$ cat config.mk
export PLATFORM = sky130hd
export DESIGN_NAME = message_scroller
export DESIGN_NICKNAME = d
export VERILOG_FILES = /design/src/rtl/scroller_pkg.sv /design/src/rtl/btn_debouncer.sv /design/src/rtl/message_scroller.sv
export SDC_FILE = /design/constraint.sdc
export NUM_CORES = 1
export LEC_CHECK = 0
export ABC_AREA = 1
export ABC_CLOCK_PERIOD_IN_PS = 4600
export BUFFER_PORTS_ARGS = -buffer_cell sky130_fd_sc_hd__clkbuf_2
export CAP_MARGIN = 20
export CORE_UTILIZATION = 55
export CTS_CLUSTER_SIZE = 8
export DETAILED_ROUTE_END_ITERATION = 7
export GPL_ROUTABILITY_DRIVEN = 0
export PLACE_DENSITY = 0.72
export SYNTH_ARGS = -nofsm -noshare
export SYNTH_HDL_FRONTEND = slang
export SYNTH_SLANG_ARGS = --single-unit
$ cat constraint.sdc
create_clock -name clk -period 4.6 [get_ports clk]
set_input_delay 0.92 -clock clk [delete_from_list [all_inputs] [get_ports clk]]
set_output_delay 0.92 -clock clk [all_outputs]
set_load 0.01 [all_outputs]
$ cat src/rtl/scroller_pkg.sv
// Shared constants and types for the message scroller: character geometry,
// power-up message and debouncer state encoding.
package scroller_pkg;

   localparam int CHAR_W  = 4;
   localparam int MSG_LEN = 16;
   localparam int PTR_W   = 4;

   // Slot i holds character i, so the reset window reads 0123.
   localparam logic [CHAR_W*MSG_LEN-1:0] RESET_MSG = 64'hFEDC_BA98_7654_3210;

   typedef enum logic [1:0] {
      DB_IDLE         = 2'd0,
      DB_WAIT_PRESS   = 2'd1,
      DB_PRESSED      = 2'd2,
      DB_WAIT_RELEASE = 2'd3
   } db_state_t;

   function automatic logic [CHAR_W-1:0] reset_char(input int idx);
      return RESET_MSG[idx*CHAR_W +: CHAR_W];
   endfunction

endpackage

$ cat src/rtl/btn_debouncer.sv
// Two-flop synchroniser plus press/release debouncer; emits one press_pulse
// per accepted press, however long the button is held.
module btn_debouncer
   import scroller_pkg::*;
#(
   parameter int DEBOUNCE_CYCLES = 500_000
) (
   input  logic clk,
   input  logic reset,
   input  logic btn_raw,
   output logic press_pulse
);

   localparam int              CNT_W    = $clog2(DEBOUNCE_CYCLES + 1);
   localparam logic [CNT_W-1:0] CNT_LAST = CNT_W'(DEBOUNCE_CYCLES - 1);
   localparam logic [CNT_W-1:0] CNT_ONE  = CNT_W'(1);
   localparam logic [CNT_W-1:0] CNT_ZERO = {CNT_W{1'b0}};
   localparam bit              SINGLE   = (DEBOUNCE_CYCLES <= 1);

   logic [1:0]       sync_r;
   db_state_t        state_r;
   logic [CNT_W-1:0] cnt_r;
   logic             pulse_r;
   logic             btn_s;

   assign btn_s       = sync_r[1];
   assign press_pulse = pulse_r;

   // Synchroniser, debounce FSM and registered press pulse.
   always_ff @(posedge clk) begin
      if (!reset) begin
         sync_r  <= 2'b00;
         state_r <= DB_IDLE;
         cnt_r   <= CNT_ZERO;
         pulse_r <= 1'b0;
      end else begin
         sync_r  <= {sync_r[0], btn_raw};
         pulse_r <= 1'b0;
         case (state_r)
            DB_IDLE: begin
               if (btn_s && SINGLE) begin
                  state_r <= DB_PRESSED;
                  pulse_r <= 1'b1;
               end else if (btn_s) begin
                  state_r <= DB_WAIT_PRESS;
                  cnt_r   <= CNT_ONE;
               end
            end
            DB_WAIT_PRESS: begin
               if (!btn_s) begin
                  state_r <= DB_IDLE;
                  cnt_r   <= CNT_ZERO;
               end else if (cnt_r == CNT_LAST) begin
                  state_r <= DB_PRESSED;
                  cnt_r   <= CNT_ZERO;
                  pulse_r <= 1'b1;
               end else begin
                  cnt_r <= cnt_r + CNT_ONE;
               end
            end
            DB_PRESSED: begin
               if (!btn_s && SINGLE) begin
                  state_r <= DB_IDLE;
               end else if (!btn_s) begin
                  state_r <= DB_WAIT_RELEASE;
                  cnt_r   <= CNT_ONE;
               end
            end
            DB_WAIT_RELEASE: begin
               if (btn_s) begin
                  state_r <= DB_PRESSED;
                  cnt_r   <= CNT_ZERO;
               end else if (cnt_r == CNT_LAST) begin
                  state_r <= DB_IDLE;
                  cnt_r   <= CNT_ZERO;
               end else begin
                  cnt_r <= cnt_r + CNT_ONE;
               end
            end
            default: begin
               state_r <= DB_IDLE;
               cnt_r   <= CNT_ZERO;
            end
         endcase
      end
   end

endmodule

$ cat src/rtl/message_scroller.sv
// 16-character circular message shown through a 4-character window, stepped by
// a timer or a debounced button. Define SCROLL_REVERSE_EN to add the dir input.
module message_scroller
   import scroller_pkg::*;
#(
   parameter int STEP_DIV        = 12_500_000,
   parameter int DEBOUNCE_CYCLES = 500_000
) (
   input  logic                clk,
   input  logic                reset,
   input  logic                btn,
   input  logic                auto_en,
`ifdef SCROLL_REVERSE_EN
   input  logic                dir,
`endif
   input  logic                wr_en,
   input  logic [PTR_W-1:0]    wr_addr,
   input  logic [CHAR_W-1:0]   wr_data,
   output logic [4*CHAR_W-1:0] digits,
   output logic                step
);

   localparam int              TICK_W    = (STEP_DIV > 1) ? $clog2(STEP_DIV) : 1;
   localparam logic [TICK_W-1:0] TICK_LAST = TICK_W'(STEP_DIV - 1);
   localparam logic [TICK_W-1:0] TICK_ZERO = {TICK_W{1'b0}};

   logic [CHAR_W-1:0]   mem_r      [MSG_LEN];
   logic [CHAR_W-1:0]   mem_next_s [MSG_LEN];
   logic [PTR_W-1:0]    pos_r;
   logic [PTR_W-1:0]    pos_next_s;
   logic [TICK_W-1:0]   tick_r;
   logic [TICK_W-1:0]   tick_next_s;
   logic                auto_en_r;
   logic                step_s;
   logic                step_r;
   logic                dir_s;
   logic                press_pulse_s;
   logic [4*CHAR_W-1:0] digits_r;
   logic [4*CHAR_W-1:0] digits_next_s;

`ifdef SCROLL_REVERSE_EN
   assign dir_s = dir;
`else
   assign dir_s = 1'b0;
`endif

   btn_debouncer #(
      .DEBOUNCE_CYCLES (DEBOUNCE_CYCLES)
   ) u_debouncer (
      .clk         (clk),
      .reset       (reset),
      .btn_raw     (btn),
      .press_pulse (press_pulse_s)
   );

   // Step source selection; a mode change restarts the tick counter silently.
   always_comb begin
      step_s      = 1'b0;
      tick_next_s = TICK_ZERO;
      if (auto_en != auto_en_r) begin
         step_s      = 1'b0;
         tick_next_s = TICK_ZERO;
      end else if (auto_en) begin
         if (tick_r == TICK_LAST) begin
            step_s      = 1'b1;
            tick_next_s = TICK_ZERO;
         end else begin
            step_s      = 1'b0;
            tick_next_s = tick_r + TICK_W'(1);
         end
      end else begin
         step_s      = press_pulse_s;
         tick_next_s = TICK_ZERO;
      end
   end

   // Next pointer, write-forwarded buffer view and the resulting window.
   always_comb begin
      pos_next_s = pos_r;
      if (!step_s) begin
         pos_next_s = pos_r;
      end else if (dir_s) begin
         pos_next_s = pos_r - 4'd1;
      end else begin
         pos_next_s = pos_r + 4'd1;
      end
      for (int i = 0; i < MSG_LEN; i++) begin
         if (wr_en && (wr_addr == PTR_W'(i))) begin
            mem_next_s[i] = wr_data;
         end else begin
            mem_next_s[i] = mem_r[i];
         end
      end
      digits_next_s = {mem_next_s[pos_next_s],         mem_next_s[pos_next_s + 4'd1],
                       mem_next_s[pos_next_s + 4'd2],  mem_next_s[pos_next_s + 4'd3]};
   end

   // Buffer, pointer, tick counter and registered outputs.
   always_ff @(posedge clk) begin
      if (!reset) begin
         for (int i = 0; i < MSG_LEN; i++) begin
            mem_r[i] <= reset_char(i);
         end
         pos_r     <= 4'd0;
         tick_r    <= TICK_ZERO;
         auto_en_r <= auto_en;
         step_r    <= 1'b0;
         digits_r  <= 16'h0123;
      end else begin
         for (int i = 0; i < MSG_LEN; i++) begin
            mem_r[i] <= mem_next_s[i];
         end
         pos_r     <= pos_next_s;
         tick_r    <= tick_next_s;
         auto_en_r <= auto_en;
         step_r    <= step_s;
         digits_r  <= digits_next_s;
      end
   end

   assign digits = digits_r;
   assign step   = step_r;

endmodule

==> summary.txt <==
Hold Violations, Final = 0
Clock Skew = 0.00829 ns
Worst hold endpoint = tick_r[0]
CP delay by family, top = simple AND/OR/NAND/NOR gates
CTS Root Cell = clkbuf_16
Crit Path Class = input port to register
Filler Cells Inserted = 1280
Maximum ir drop on the vdd rail = 361 uV
Largest fanout on the critical path = 30
Initial DRC count = 826
Tmin final = 3.28 ns
Main synth FF type = dfxtp_1
Core Region = 13500 um^2
Synthesized cell area = 7740 um^2
Post-Synthesis Cells = 1258
Status = complete, no violations
FF/Latch Area = 2680 um^2
Largest net degree at the start of global routing = 73
Pwr Density = 377 nW/um^2
Via density = 5.38
CTS max path bufs = 2
Total grt overflow = 0
Unique cell type count in the Yosys netlist = 44
Routed WL = 21.1 mm
Syn_nets = 1277
Ys Warns = 0
Area of the multi-input gates = 4170 um^2
Logic depth of the worst path, buffers included = 12
Post-route DRC = 0
Required @ worst endpoint = 4.91 ns
Initial antenna violation count = 0
Worst R2R Path Depth = 14
Pleak = 0.00410 uW
Vias in the first global route = 7075
Final worst path period share = 0.712
RR Startpoint = tick_r[0]
Die Span Y = 121 um
TritonCTS Buffers = 17
Startpoint Class = input port
Post-synth top area share = 0.347
Clk Latency, worst-skew pair = 0.42 ns
Post-synth EDFFs = 0
Synth async-reset ratio = 0
Critical Path Max Stage Delay = 0.71 ns
Gate power share = 0.178
Top cell type by total area after synthesis = dfxtp_1
Final-report setup violation count = 0
Crit end category = register
Crit path arrival time = 3.59 ns
# rows = 42
DP Area = 7890 um^2
Sequential fraction of the synthesis area = 0.347
RSZ-0062 raised after global routing = no
Ant diodes = 0
First-pass DRT Iterations = 6
Sequential share of power = 0.381
CTS tree = yes
Synthesis-to-layout area growth = 9.73%
Worst hold start = tick_r[0]
Bufs and invs on worst path = 2
Clock Power Share = 0.441
#FFs+latches synth = 134
Least-Margin Pin Slew = 0.991 ns
HP Class = register to register
Share of cells above drive strength 1 = 0.0791
Sw Share = 0.286
Routed WL per cell = 14.5 um
Reg2reg setup slack = 1.52 ns
Initial core utilization = 0.573
Post-CTS sizing = 0
Slew Limit Fails = 0
Cts hold-fix bufs = 0
Largest cells by area after synthesis = dfxtp_1 35%, nand2_1 20%, nand3_1 9.1%, inv_1 7.7%, nor2_1 5.8%
Clock-pin transition on the worst setup and hold timing paths = 0.05 ns
First-pass GRT wire length = 34.6 mm
Global Route Usage Sum = 0.307
Placed wire-length estimate = 15.2 mm
Via count = 7810
Routed Antenna Nets = 0
Net Sw Power = 915 uW
Worst r2r dst = digits[4]
Die area = 14500 um^2
Commonest non-fill, non-tap cell in the layout = nand2_1
Syn_area_per_cell = 6.15 um^2
H-tree depth = 4
CP Cell Sequence = clkbuf_2, ha_1, nor2_2, nand2_4, nand2_1, nand2_2, ha_1, inv_1, nand3_1, nand3_1, nand2_1, nor2_1
Slowest cell on crit path = ha_1
Cell count of the worst hold path = 1
Slew HR = 0.337
Horiz. Die Dim = 121 um
Setup TNS = 0 ns
Most frequent cells in the layout = 420 x nand2_1, 158 x inv_1, 141 x nand3_1, 134 x dfxtp_1, 119 x nor2_1
Post-layout nets = 1284
Post CTS Setup Buffer Count = 0
Maximum clock frequency = 305 MHz
Internal power = 2280 uW
IO Port Bufs = 29
Ports = 30
Max cap viols = 0
# clock sinks = 134
Cell area after layout = 8490 um^2
[cell families (layout without fill, tap and decap cells)]
| group | count (synthesis) | after routing | synth area share |
|---|---|---|---|
| flip-flops | 134 | 134 | 0.347 |
| XOR/XNOR | 12 | 12 | 0.0189 |
| buffers and inverters | 213 | 232 | 0.114 |
| AND/OR/NAND/NOR | 734 | 734 | 0.400 |
| adder cells (fa/ha/maj) | 6 | 6 | 0.00970 |
| AO/OA/AOI/OAI | 159 | 159 | 0.111 |
[per-layer routing]
metal	up-vias	routed length, um	GRT usage
li1	3983	-	-
met1	3495	9290	0.383
met2	275	9560	0.495
met3	57	1270	0.0675
met4	0	999	0.162
met5	-	0	0
[power by group through the flow]
stage / Combinational, uW / Sequential [uW] / Clock, uW
final: 568 / 1220 / 1410
after global routing: 625 / 1220 / 1480
after CTS: 556 / 1220 / 1430
after detailed placement: 552 / 1240 / 0
after global placement: 551 / 1240 / 0
after floorplan: 408 / 1250 / 0
[cell usage after synthesis (2+ instances only)]
cell / instances
nor4_1: 4
a221oi_1: 3
and3_1: 2
buf_6: 8
or2_2: 8
inv_2: 8
nor2_2: 2
clkbuf_1: 21
nand3_1: 141
ha_1: 6
a22oi_1: 2
xnor2_1: 4
o21ai_0: 81
nor3_1: 13
xor2_2: 2
xor2_1: 4
o21ai_1: 18
nand2_1: 420
nand4_1: 7
nand2_2: 9
buf_2: 15
inv_1: 158
dfxtp_1: 134
a211oi_1: 4
nor2_1: 119
o211ai_1: 6
a21oi_1: 39
nand3_2: 2
nand2_4: 3
[flip-flops by register name (all words and copies together), names as in the netlist, named ones only]
signal	cells
digits	16
step	1
tick_r	24
u_debouncer.press_pulse	1
u_debouncer.state_r	1
auto_en_r	1
u_debouncer.sync_r	2
pos_r	4
mem_r	64
u_debouncer.cnt_r	19
[how the worst max path moves through the flow]
stage,startpoint,endpoint
2_1_floorplan,auto_en,digits[8]
3_3_place_gp,auto_en,digits[4]
3_5_place_dp,auto_en,digits[4]
4_1_cts,auto_en,digits[4]
5_1_grt,auto_en,digits[7]
6_report,auto_en,digits[4]
[metrics by stage]
| stage | setup WS (ns) | hold WS (ns) | total power, uW | util | cells |
|---|---|---|---|---|---|
| after floorplan | 1.32 | 0.390 | 1660 | - | 1258 |
| after CTS | 1.39 | 0.453 | 3210 | 0.629 | 1453 |
| after global routing | 1.17 | 0.474 | 3330 | 0.629 | 1453 |
| final | 1.32 | 0.447 | 3200 | 0.629 | 1453 |
| after detailed placement | 0.960 | 0.440 | 1800 | 0.584 | 1422 |
| after global placement | 0.989 | 0.417 | 1790 | 0.584 | 1422 |
[area by class of cell]
class                   count  share of cell area
inverters                 167              0.0738
clock inverters             9              0.0178
clock buffers              22              0.0535
multi-input cells         911               0.491
repair buffers             34              0.0215
well taps                 176              0.0259
flip-flops and latches    134               0.316
(Power assumes the default switching activity.)
